**config.mk**
```make
export PLATFORM = sky130hd
export DESIGN_NAME = kmp_ff_gen_flat
export DESIGN_NICKNAME = d
export VERILOG_FILES = /design/src/rtl/kmp_ff_gen_if.sv /design/src/rtl/kmp_ff_gen.sv /design/src/flat_wrapper.sv
export SDC_FILE = /design/constraint.sdc
export NUM_CORES = 1
export LEC_CHECK = 0
export BUFFER_PORTS_ARGS = -buffer_cell sky130_fd_sc_hd__buf_2
export CORE_MARGIN = 1.5
export CORE_UTILIZATION = 53
export DETAILED_ROUTE_END_ITERATION = 7
export PLACE_DENSITY_LB_ADDON = 0.15
export SETUP_SLACK_MARGIN = 0.4
export SKIP_CTS_REPAIR_TIMING = 1
export SLEW_MARGIN = 10
export SYNTH_ARGS = -nofsm -noshare
export SYNTH_HDL_FRONTEND = slang
export SYNTH_SLANG_ARGS = --single-unit
```
**constraint.sdc**
```tcl
create_clock -name clk -period 4.2 [get_ports clk]
set_input_delay 0.84 -clock clk [delete_from_list [all_inputs] [get_ports clk]]
set_output_delay 0.84 -clock clk [all_outputs]
set_load 0.1 [all_outputs]
```
**src/rtl/kmp_ff_gen_if.sv**
```systemverilog
// Pattern-in / failure-table-out bundle between the pattern source, the KMP
// failure-function generator and the PE array.
interface kmp_ff_gen_if #(
    parameter int unsigned MAX_PATTERN = 8,
    parameter int unsigned BYTE        = 8,
    parameter int unsigned FF_W        = 4,
    parameter int unsigned LEN_W       = 4
) ();

    logic [MAX_PATTERN*BYTE-1:0] pat_input;
    logic [LEN_W-1:0]            pat_len;
    logic                        input_valid;
    logic                        in_ready;
    logic                        out_ready;
    logic                        ff_valid;
    logic [MAX_PATTERN*FF_W-1:0] ff_result;
    logic [MAX_PATTERN*BYTE-1:0] pat_out;
    logic [LEN_W-1:0]            len_out;

    modport master (
        output pat_input,
        output pat_len,
        output input_valid,
        output out_ready,
        input  in_ready,
        input  ff_valid,
        input  ff_result,
        input  pat_out,
        input  len_out
    );

    modport slave (
        input  pat_input,
        input  pat_len,
        input  input_valid,
        input  out_ready,
        output in_ready,
        output ff_valid,
        output ff_result,
        output pat_out,
        output len_out
    );

endinterface

```
**src/rtl/kmp_ff_gen.sv**
```systemverilog
// KMP failure-function generator: captures one pattern, computes ff[] with one
// character comparison per cycle, then holds the table until downstream accepts it.
module kmp_ff_gen #(
    parameter int unsigned MAX_PATTERN = 8,
    parameter int unsigned BYTE        = 8,
    parameter int unsigned FF_W        = 4,
    parameter int unsigned LEN_W       = 4
) (
    input  logic         clk,
    input  logic         reset,
    kmp_ff_gen_if.slave  bus
);

    localparam int unsigned IdxW = (MAX_PATTERN > 1) ? $clog2(MAX_PATTERN) : 1;

    typedef enum logic [1:0] {StIdle, StCalc, StDone} state_e;

    state_e          state_q, state_d;
    logic [BYTE-1:0] pat_q [MAX_PATTERN];
    logic [BYTE-1:0] pat_d [MAX_PATTERN];
    logic [FF_W-1:0] ff_q  [MAX_PATTERN];
    logic [FF_W-1:0] ff_d  [MAX_PATTERN];
    logic [LEN_W-1:0] len_q, len_d;
    logic [LEN_W-1:0] i_q, i_d;
    logic [FF_W-1:0]  j_q, j_d;

    logic [FF_W-1:0] j_inc;
    logic [IdxW-1:0] i_idx, jn_idx, jb_idx;
    logic            last_step;

    always_ff @(posedge clk) begin
        if (reset) begin
            state_q <= StIdle;
            len_q   <= '0;
            i_q     <= '0;
            j_q     <= '1;
            for (int k = 0; k < MAX_PATTERN; k++) begin
                pat_q[k] <= '0;
                ff_q[k]  <= '1;
            end
        end else begin
            state_q <= state_d;
            len_q   <= len_d;
            i_q     <= i_d;
            j_q     <= j_d;
            for (int k = 0; k < MAX_PATTERN; k++) begin
                pat_q[k] <= pat_d[k];
                ff_q[k]  <= ff_d[k];
            end
        end
    end

    always_comb begin
        state_d = state_q;
        len_d   = len_q;
        i_d     = i_q;
        j_d     = j_q;
        for (int k = 0; k < MAX_PATTERN; k++) begin
            pat_d[k] = pat_q[k];
            ff_d[k]  = ff_q[k];
        end

        // j == -1 wraps to index 0, which is exactly the p[j+1] we want
        j_inc     = j_q + FF_W'(1);
        i_idx     = i_q[IdxW-1:0];
        jn_idx    = j_inc[IdxW-1:0];
        jb_idx    = j_q[IdxW-1:0];
        last_step = (i_q + LEN_W'(1)) == len_q;

        unique case (state_q)
            StIdle: begin
                if (bus.input_valid) begin
                    for (int k = 0; k < MAX_PATTERN; k++) begin
                        pat_d[k] = bus.pat_input[k*BYTE +: BYTE];
                        ff_d[k]  = '1;
                    end
                    len_d   = (bus.pat_len > LEN_W'(MAX_PATTERN)) ? LEN_W'(MAX_PATTERN)
                                                                  : bus.pat_len;
                    i_d     = LEN_W'(1);
                    j_d     = '1;
                    state_d = StCalc;
                end
            end
            StCalc: begin
                if (i_q >= len_q) begin
                    state_d = StDone;
                end else if (pat_q[jn_idx] == pat_q[i_idx]) begin
                    ff_d[i_idx] = j_inc;
                    j_d         = j_inc;
                    i_d         = i_q + LEN_W'(1);
                    if (last_step) state_d = StDone;
                end else if (j_q == '1) begin
                    ff_d[i_idx] = '1;
                    i_d         = i_q + LEN_W'(1);
                    if (last_step) state_d = StDone;
                end else begin
                    // Fall back along the failure chain; i stays put
                    j_d = ff_q[jb_idx];
                end
            end
            StDone: begin
                if (bus.out_ready) state_d = StIdle;
            end
            default: state_d = StIdle;
        endcase
    end

    always_comb begin
        bus.in_ready  = (state_q == StIdle);
        bus.ff_valid  = (state_q == StDone);
        bus.len_out   = len_q;
        bus.ff_result = '0;
        bus.pat_out   = '0;
        for (int k = 0; k < MAX_PATTERN; k++) begin
            bus.ff_result[k*FF_W +: FF_W] = ff_q[k];
            bus.pat_out[k*BYTE +: BYTE]   = pat_q[k];
        end
    end

endmodule

```
**src/flat_wrapper.sv**
```systemverilog
// flat-port wrapper written by rule: the top's interface ports become plain ports
module kmp_ff_gen_flat 
#(
    parameter int unsigned MAX_PATTERN = 8,
    parameter int unsigned BYTE        = 8,
    parameter int unsigned FF_W        = 4,
    parameter int unsigned LEN_W       = 4
)
  (clk, reset, bus_pat_input, bus_pat_len, bus_input_valid, bus_out_ready, bus_in_ready, bus_ff_valid, bus_ff_result, bus_pat_out, bus_len_out);
  kmp_ff_gen_if #(.MAX_PATTERN(MAX_PATTERN), .BYTE(BYTE), .FF_W(FF_W), .LEN_W(LEN_W)) bus_i ();
  input  logic clk;
  input  logic reset;
  input wire logic [$bits(bus_i.pat_input)-1:0] bus_pat_input;
  input wire logic [$bits(bus_i.pat_len)-1:0] bus_pat_len;
  input wire logic [$bits(bus_i.input_valid)-1:0] bus_input_valid;
  input wire logic [$bits(bus_i.out_ready)-1:0] bus_out_ready;
  output wire logic [$bits(bus_i.in_ready)-1:0] bus_in_ready;
  output wire logic [$bits(bus_i.ff_valid)-1:0] bus_ff_valid;
  output wire logic [$bits(bus_i.ff_result)-1:0] bus_ff_result;
  output wire logic [$bits(bus_i.pat_out)-1:0] bus_pat_out;
  output wire logic [$bits(bus_i.len_out)-1:0] bus_len_out;
  assign bus_i.pat_input = bus_pat_input;
  assign bus_i.pat_len = bus_pat_len;
  assign bus_i.input_valid = bus_input_valid;
  assign bus_i.out_ready = bus_out_ready;
  assign bus_in_ready = bus_i.in_ready;
  assign bus_ff_valid = bus_i.ff_valid;
  assign bus_ff_result = bus_i.ff_result;
  assign bus_pat_out = bus_i.pat_out;
  assign bus_len_out = bus_i.len_out;
  kmp_ff_gen #(.MAX_PATTERN(MAX_PATTERN), .BYTE(BYTE), .FF_W(FF_W), .LEN_W(LEN_W)) u_core (.clk(clk), .reset(reset), .bus(bus_i));
endmodule
```
==> results of run 1 <==
==> cells in the mapped netlist, types with 2 or more instances <==
cell / instances
a211oi_1: 5
a21o_1: 2
a21oi_1: 73
a311o_1: 2
a31oi_1: 5
a32o_1: 4
and3_1: 2
buf_1: 4
buf_2: 13
buf_4: 2
buf_6: 3
clkbuf_1: 37
dfxtp_1: 116
ha_1: 6
inv_1: 12
mux2_2: 8
mux2i_1: 36
mux4_2: 24
nand2_1: 142
nand3_1: 6
nand3b_1: 23
nand4_1: 8
nor2_1: 14
nor3_1: 24
nor3b_1: 32
o21a_1: 2
o21ai_0: 4
o22a_1: 10
o311ai_0: 2
o31ai_1: 6
o32a_1: 23
or3_1: 3
or4_1: 3
xnor2_1: 9
xor2_1: 6
==> final cells by class <==
| type | instances | area (sq um) |
|---|---|---|
| Timing Repair Buffer | 184 | 961 |
| Clock inverter | 12 | 249 |
| Inverter | 12 | 45.0 |
| Sequential cell | 116 | 2320 |
| Tap cell | 143 | 179 |
| Multi-Input combinational cell | 498 | 3580 |
| Clock buffer | 20 | 457 |
| Fill cell | 914 | 3580 |
==> sequential cells by signal, summed over array words and instances, names as in the netlist, named ones only <==
signal and flops:
u_core.bus.len_out 4, u_core.ff_q 32, u_core.i_q 4, u_core.j_q 4, u_core.pat_q 64, u_core.state_q 2
==> critical path, cell delays in order (launching register included) <==
cell	delay, ps
dfxtp_1	510
inv_1	220
ha_1	320
nand2b_1	140
a21o_1	180
a21o_1	200
a211oi_2	410
nand2_1	270
or3_1	690
o32a_1	430
==> metrics by stage <==
| step | util [%] | std cells | hold WS (ps) |
|---|---|---|---|
| 5_1_grt | 68.5 | 985 | 509 |
| 6_report | 68.5 | 985 | 488 |
| 2_1_floorplan | - | 684 | 480 |
| 3_3_place_gp | 61.6 | 951 | 468 |
| 3_5_place_dp | 61.6 | 951 | 469 |
| 4_1_cts | 67.8 | 983 | 486 |
==> logic make-up (layout without fill, tap and decap cells) <==
logic type / Yosys count / in the layout / share of synthesized area [%]
AO/OA/AOI/OAI: 144 / 144 / 15.9
XOR/XNOR: 16 / 17 / 2.59
adder cells (fa/ha/maj): 6 / 6 / 1.22
buffers and inverters: 71 / 228 / 5.09
flip-flops: 116 / 116 / 37.8
multiplexers: 68 / 68 / 16.1
AND/OR/NAND/NOR: 263 / 263 / 21.3
==> worst max path at each step <==
stage	startpoint	cells past startpoint	endpoint	slack, ps
2_1_floorplan	u_core.bus.len_out[0]	10	u_core.ff_q[2][1]	640
3_3_place_gp	u_core.j_q[1]	10	u_core.ff_q[5][0]	480
3_5_place_dp	u_core.j_q[1]	10	u_core.ff_q[5][0]	320
4_1_cts	u_core.j_q[1]	10	u_core.ff_q[5][0]	300
5_1_grt	u_core.j_q[1]	10	u_core.ff_q[0][1]	520
6_report	u_core.i_q[0]	9	u_core.ff_q[3][1]	700
==> layer usage <==
metal,GRT usage [%],share of wire [%],vias up
met1,38.1,44,2805
met2,46.4,48,236
met3,7.11,6.3,39
li1,-,-,2796
met5,0,0,-
met4,12.9,2.6,0
==> power breakdown <==
part / total (mW) / leakage [nW] / switching [mW] / internal, mW
Sequential: 1.22 / 0.947 / 0.0692 / 1.15
Clock: 1.73 / 0.341 / 0.522 / 1.21
Combinational: 0.821 / 1.93 / 0.622 / 0.199
Total: 3.77 / 3.22 / 1.21 / 2.56
==> results.yml, run 1 <==
min_path:
  hold_class: "flop to flop"
  hold_path.startpoint: "u_core.pat_q[4][7]"
  holdPathEnd: "u_core.pat_q[4][7]"
  min_delay_path_depth: 2
run_status:
  status: "finished clean"
critical_path:
  worst_setup_path_end_kind: "flop"
  cp.arrival_ps: 3800
  r2r-start: "u_core.i_q[0]"
  crit_fanout: 16
  critPathKind: "flop to flop"
  r2r_slack_ps: 700
  reg2regPathDepth: 9
  required_ps: 4500
  reg2reg_to: "u_core.ff_q[3][1]"
  start_kind: "flop"
timing:
  finalCritPeriodShare_pct: 83.3
  worst_clock_skew_ps: 7.30
  slew_viol_final: 0
  slew_headroom_pct: 42.4
  rsz0062_at_grt: "false"
  setup_viol: 0
  hold_violations: 0
  worst_pin_slew_ps: 861
  max_clock_freq_mhz: 286
  min_period_ps: 3500
  setup_tns_ps: 0
  worst_slack_ps: 701
cells_and_area:
  nets: 907
  final_cell_mix: "buf_2, nand2_1, dfxtp_1, a21oi_1, mux2i_1"
  area_delta_synth_final_pct: 26.8
  design_area_sq_mm: 0.00779
  drive_above_1_share_pct: 30.9
  num_antenna_cells: 0
  final_common_cell: "buf_2"
routing:
  routed_via_density: 5.97
  drt-initial-drc-count: 413
  drcViolationCount: 0
  dr.pass1.iters: 5
  drt.antenna.violating_nets: 0
  routed_wl_um: 17700
  num_vias: 5876
  wl_per_cell_um: 18.0
clocking:
  clk_path_buf_depth: 2
  worstSkewPairLatency_ps: 410
  cts_tree: "built"
  clk_pin_slew_ps: 50
  cts_sinks: 116
  cts_buffers: 17
  htree_levels: 4
  cts_root_buf: "clkbuf_16"
synth:
  synth_edf_count: 0
  synth_area_leader_cell: "dfxtp_1"
  syn-cell-area_sq_mm: 0.00615
  synthTopCellsByArea: "dfxtp_1, mux4_2, nand2_1, a21oi_1, mux2i_1"
  syn_inst: 684
  yosys_most_used_dff: "dfxtp_1"
  postSynthAreaPerCell_sq_um: 8.99
  synth_cell_types: 48
  syn_nets: 762
  synth_top_area_share_pct: 37.8
  synth-async-reset-ratio_pct: 0
  yosysWarnings: 0
  seq_area_frac_synth_pct: 37.8
  ys_ff_latch: 116
placed_design:
  portBuffers: 173
  placedInstanceArea_sq_mm: 0.00701
  pre_cts_ws_ps: 325
  gp_congestion: 0.882
  dp_hpwl_um: 12200
floorplanning:
  die_h_um: 111
  num_rows: 39
  initial_core_util_pct: 54.1
  core-area_sq_mm: 0.0114
  die_w_um: 111
  die_area_sq_mm: 0.0123
  io_pins: 174
pwr:
  total_power_mw: 3.77
  vdd_drop_max_uv: 308
  powerDensity_mw_per_mm2: 484
  power.leakage_nw: 3.22
job:
  maxCapViolCount: 0
global_routing:
  grtUsageTotal_pct: 29.2
  overflow: 0
  grt_pass1_wl_um: 29000
  grt_pass1_vias: 5731
  antenna_found_initial: 1
  grt_max_degree: 80
Note: power is estimated with default switching activity, not from simulation.
==> inputs of run 2 (changes only) <==
--- a/config.mk
+++ b/config.mk
@@ -5,9 +5,10 @@
 export SDC_FILE = /design/constraint.sdc
 export NUM_CORES = 1
 export LEC_CHECK = 0
+export ABC_AREA = 1
 export BUFFER_PORTS_ARGS = -buffer_cell sky130_fd_sc_hd__buf_2
 export CORE_MARGIN = 1.5
-export CORE_UTILIZATION = 53
+export CORE_UTILIZATION = 49
 export DETAILED_ROUTE_END_ITERATION = 7
 export PLACE_DENSITY_LB_ADDON = 0.15
 export SETUP_SLACK_MARGIN = 0.4
==> constraint.sdc (replaced) <==
create_clock -name clk -period 2.9 [get_ports clk]
set_input_delay 0.58 -clock clk [delete_from_list [all_inputs] [get_ports clk]]
set_output_delay 0.58 -clock clk [all_outputs]
set_load 0.1 [all_outputs]
==> results.yml, run 2 <==
global_routing:
  grt_pass1_wl_um: 37100
  grt_max_degree: 135
  antenna_found_initial: 0
  grt_pass1_vias: 7383
  overflow: 0
  grtUsageTotal_pct: 29.2
cells_and_area:
  largest_register_ffs: 64
  drive_above_1_share_pct: 24.9
  area_delta_synth_final_pct: 35.1
  multi_input_comb_area_sq_mm: 0.00442
  design_area_sq_mm: 0.00977
  layoutNonFillerInstCount: 1564
  fill_cells: 1297
  final_common_cell: "nand2_1"
  final_cell_mix: "nand2_1, nand3_1, buf_2, inv_1, dfxtp_1"
  nets: 1445
  reg.largest.list: "u_core.pat_q x64, u_core.ff_q x32"
  top_register: "u_core.pat_q"
  num_antenna_cells: 0
  regArea_sq_mm: 0.00234
synth:
  synth_top_area_share_pct: 32.1
  syn_nets: 1285
  syn_inst: 1207
  syn-cell-area_sq_mm: 0.00723
  ys_ff_latch: 116
  synthTopCellsByArea: "dfxtp_1, nand2_1, nand3_1, a21oi_1, o21ai_0"
  postSynthAreaPerCell_sq_um: 5.99
  yosys_most_used_dff: "dfxtp_1"
  yosysWarnings: 0
  yosysMostFrequentCell: "nand2_1"
  synthTopCellsByCount: "nand2_1, nand3_1, inv_1, dfxtp_1, a21oi_1"
  synth-async-reset-ratio_pct: 0
  seq_area_frac_synth_pct: 32.1
  synth_edf_count: 0
  synth_area_leader_cell: "dfxtp_1"
  synth_cell_types: 29
routing:
  wl_per_cell_um: 16.0
  drcViolationCount: 0
  drt-initial-drc-count: 1088
  dr.pass1.iters: 8
  routed_via_density: 5.63
  routed_wl_um: 25000
  drt.antenna.violating_nets: 0
  num_vias: 8802
critical_path:
  crit_fanout: 8
  worst_setup_path_end_kind: "flop"
  crit_top_cell: "nand2_2"
  path_cells: "ha_4, buf_12, nand3_4, nand2_2, nand2_2, nand2_1, nor2_1, nor2_1, nand2_1, nor2_4, nand2_4, a21boi_4, clkbuf_16, nand2_4, nand2_2, nor2_2"
  critPathKind: "flop to flop"
  critical-path-slowest-cell: "dfxtp_4"
  required_ps: 3220
  critical-path-top-delay-family: "simple AND/OR/NAND/NOR gates"
  cp.arrival_ps: 2860
  start_kind: "flop"
  crit_buf_inv: 2
  crit_path_max_incr_delay_ps: 360
floorplanning:
  die_w_um: 125
  initial_core_util_pct: 50.0
  die_h_um: 125
  die_area_sq_mm: 0.0155
  core-area_sq_mm: 0.0145
  num_rows: 44
  io_pins: 174
clocking:
  cts_sinks: 116
  cts_buffers: 17
  htree_levels: 4
  clk_pin_slew_ps: 60
  worstSkewPairLatency_ps: 430
  cts_root_buf: "clkbuf_16"
  cts_tree: "built"
  clk_path_buf_depth: 2
timing:
  slew_headroom_pct: 44.8
  slew_viol_final: 0
  setup_tns_ps: 0
  min_period_ps: 2550
  rsz0062_at_grt: "true"
  setup_viol: 0
  worst_pin_slew_ps: 825
  worst_clock_skew_ps: 6.78
  finalCritPeriodShare_pct: 87.8
  hold_violations: 0
  max_clock_freq_mhz: 393
job:
  maxCapViolCount: 0
placed_design:
  dp.cells: 1509
  portBuffers: 173
  placedInstanceArea_sq_mm: 0.00824
  gp_congestion: 0.919
  dp_hpwl_um: 15900
min_path:
  hold_class: "primary input to flop"
run_status:
  status: "finished clean"
## run 2: changes by cell type after synthesis, moves of 32 or more
| cell | previous run | this run |
|---|---|---|
| nor2_1 | 14 | 55 |
| o21ai_0 | 4 | 88 |
| mux2i_1 | 36 | 0 |
| nand3_1 | 6 | 242 |
| nor3b_1 | 32 | 0 |
| inv_1 | 12 | 117 |
| nand2_1 | 142 | 366 |
## run 2: logic make-up after synthesis
family | share of synthesized area, %
flip-flops | 32.1
AO/OA/AOI/OAI | 13.6
AND/OR/NAND/NOR | 41.0
adder cells (fa/ha/maj) | 1.04
XOR/XNOR | 0.363
buffers and inverters | 11.9
## run 2: final cells by class
type / count / area share [%]
clock buffer: 22 / 4.85
tap: 184 / 2.36
clock inverter: 10 / 2.05
timing repair buffer: 222 / 16.6
inverter: 126 / 5.02
multi-input combinational: 884 / 45.2
sequential: 116 / 23.9
## run 2: worst min-delay path, delay by kind of cell
kind | cells | cell delay [ps]
AO/OA/AOI/OAI | 1 | 50
AND/OR/NAND/NOR | 1 | 50
buffers and inverters | 1 | 100
## run 2: path summary, 6_finish.rpt
check / from / end / slack, ps / cells after the start
max: u_core.j_q[0] / flop / 350 / 16
min: bus_pat_len[1] / u_core.bus.len_out[1] / 390 / 3
max reg2reg: u_core.j_q[0] / flop / 350 / 16
min reg2reg: u_core.bus.len_out[1] / u_core.bus.len_out[1] / 470 / 2
## run 2: through the flow
stage	hold slack, ps	utilization [%]	setup WS, ps
after floorplan	484	-	403
after global placement	460	56.9	260
after detailed placement	466	56.9	226
after CTS	388	61.6	219
after global routing	394	67.5	225
final	394	67.5	353
## run 2: metal layers
metal	vias to the layer above	track usage (%)	part of all wire, %
met3	58	5.54	9.3
met4	0	8.52	2.0
met5	-	0	0
met2	489	43.7	44
met1	4010	42.6	44
li1	4245	-	-
Power of run 2 is left out: the tool's default activity adds up to more than one toggle a clock period on the data nets, which glitch-free logic cannot reach.
==> inputs of run 3 (changes only) <==
--- a/config.mk
+++ b/config.mk
@@ -11,6 +11,7 @@
 export CORE_UTILIZATION = 49
 export DETAILED_ROUTE_END_ITERATION = 7
 export PLACE_DENSITY_LB_ADDON = 0.15
+export RECOVER_POWER = 100
 export SETUP_SLACK_MARGIN = 0.4
 export SKIP_CTS_REPAIR_TIMING = 1
 export SLEW_MARGIN = 10
==> results.yml, run 3 (same netlist as run 2, synthesis figures left out) <==
floorplanning:
  die_area_sq_mm: 0.0155
  initial_core_util_pct: 50.0
  num_rows: 44
  io_pins: 174
  core-area_sq_mm: 0.0145
  die_h_um: 125
  die_w_um: 125
critical_path:
  critical-path-slowest-cell: "dfxtp_4"
  crit_end: "u_core.j_q[0]"
  worst_setup_path_end_kind: "flop"
  crit_top_cell: "nand2_1"
  cp.arrival_ps: 2890
  path_cells: "ha_4, buf_12, nand3_4, nand2_4, nand2_2, nand2_1, nand2_1, nand2_2, nand2_2, nor2_4, nand2_4, buf_8, o21ai_0, nand2_1, o21ai_0, nand2_1"
  crit_path_max_incr_delay_ps: 360
  critPathKind: "flop to flop"
  reg2reg_to: "u_core.j_q[0]"
  start_kind: "flop"
  r2r_slack_ps: 290
  r2r-start: "u_core.j_q[0]"
  crit_fanout: 14
  crit_start: "u_core.j_q[0]"
  required_ps: 3180
  reg2regPathDepth: 16
global_routing:
  antenna_found_initial: 0
  grt_pass1_vias: 7383
  grt_pass1_wl_um: 37100
  grtUsageTotal_pct: 29.2
  grt_max_degree: 135
  overflow: 0
routing:
  routed-wl-met3_um: 2480
  drcViolationCount: 0
  drt-initial-drc-count: 1109
  routed_via_density: 5.60
  drt.antenna.violating_nets: 0
  wl_per_cell_um: 16.0
  wl_met2_um: 11000
  dr.pass1.iters: 6
  highest_layer: "met4"
  num_vias: 8757
  wl_met1_um: 11000
  routed_wl_um: 25000
cells_and_area:
  final_cell_mix: "nand2_1, nand3_1, inv_1, dfxtp_1, clkbuf_1"
  drive_above_1_share_pct: 16.7
  nets: 1445
  reg.largest.list: "u_core.pat_q x64, u_core.ff_q x32"
  area_delta_synth_final_pct: 32.6
  num_antenna_cells: 0
  final_common_cell: "nand2_1"
  largest_register_ffs: 64
  top_register: "u_core.pat_q"
clocking:
  worstSkewPairLatency_ps: 420
  cts_root_buf: "clkbuf_16"
  cts_tree: "built"
  htree_levels: 4
  clk_path_buf_depth: 2
  cts_buffers: 17
  clk_pin_slew_ps: 60
  cts_sinks: 116
min_path:
  hold_path.startpoint: "bus_pat_len[1]"
  hold_class: "primary input to flop"
timing:
  slew_headroom_pct: 18.2
  worst_clock_skew_ps: 5.01
  max_clock_freq_mhz: 383
  setup_tns_ps: 0
  min_period_ps: 2610
  worst_pin_slew_ps: 1230
  slew_viol_final: 0
  finalCritPeriodShare_pct: 90.1
  rsz0062_at_grt: "true"
  hold_violations: 0
  setup_viol: 0
run_status:
  status: "finished clean"
placed_design:
  dp_hpwl_um: 15900
  portBuffers: 173
  gp_congestion: 0.919
job:
  maxCapViolCount: 0
run 3: cell types whose count changed in the layout (fill, tap and decap cells not counted), sizes merged:
cell	delta
buf	-103
clkbuf	+103
run 3: cell type report:
class,instances,area [sq um]
fill,1364,4890
multi-input combinational,884,4380
sequential,116,2340
timing repair buffer,222,1480
inverter,126,490
clock buffer,22,474
tap,184,230
clock inverter,10,200
run 3: worst min path at each step:
stage / depth (start not counted) / slack [ps] / endpoint
detailed placement: 2 / 470 / u_core.bus.len_out[1]
finish: 3 / 400 / u_core.bus.len_out[1]
global route: 3 / 390 / u_core.bus.len_out[0]
CTS: 3 / 390 / u_core.bus.len_out[1]
global placement: 2 / 460 / u_core.bus.len_out[1]
floorplan: 2 / 480 / u_core.j_q[3]
run 3: worst max-delay path: cells and delay by family, from the launching register on:
kind                       cells  cell delay [ps]
AOI/OAI and AO/OA              2              340
adders and majority gates      1              340
buffers and inverters          2              350
DFF                            1              360
and+or+nand+nor               11             1050
run 3: per-stage QoR:
| step | util (%) | worst slack (ps) | std cells | hold WS (ps) | area [sq um] |
|---|---|---|---|---|---|
| after CTS | 61.6 | 219 | 1541 | 388 | 8920 |
| after global placement | 56.9 | 260 | 1509 | 460 | 8240 |
| final | 66.3 | 287 | 1564 | 397 | 9590 |
| after global routing | 66.3 | 139 | 1564 | 394 | 9590 |
| after floorplan | - | 403 | 1207 | 484 | 7240 |
| after detailed placement | 56.9 | 226 | 1509 | 466 | 8240 |
run 3: metal layers:
metal  vias to the layer above  global-route usage, %
li1                       4255                      -
met1                      3968                   42.6
met2                       476                   43.7
met3                        58                   5.54
met4                         0                   8.52
met5                         -                      0
Power of run 3 is left out for the same reason.
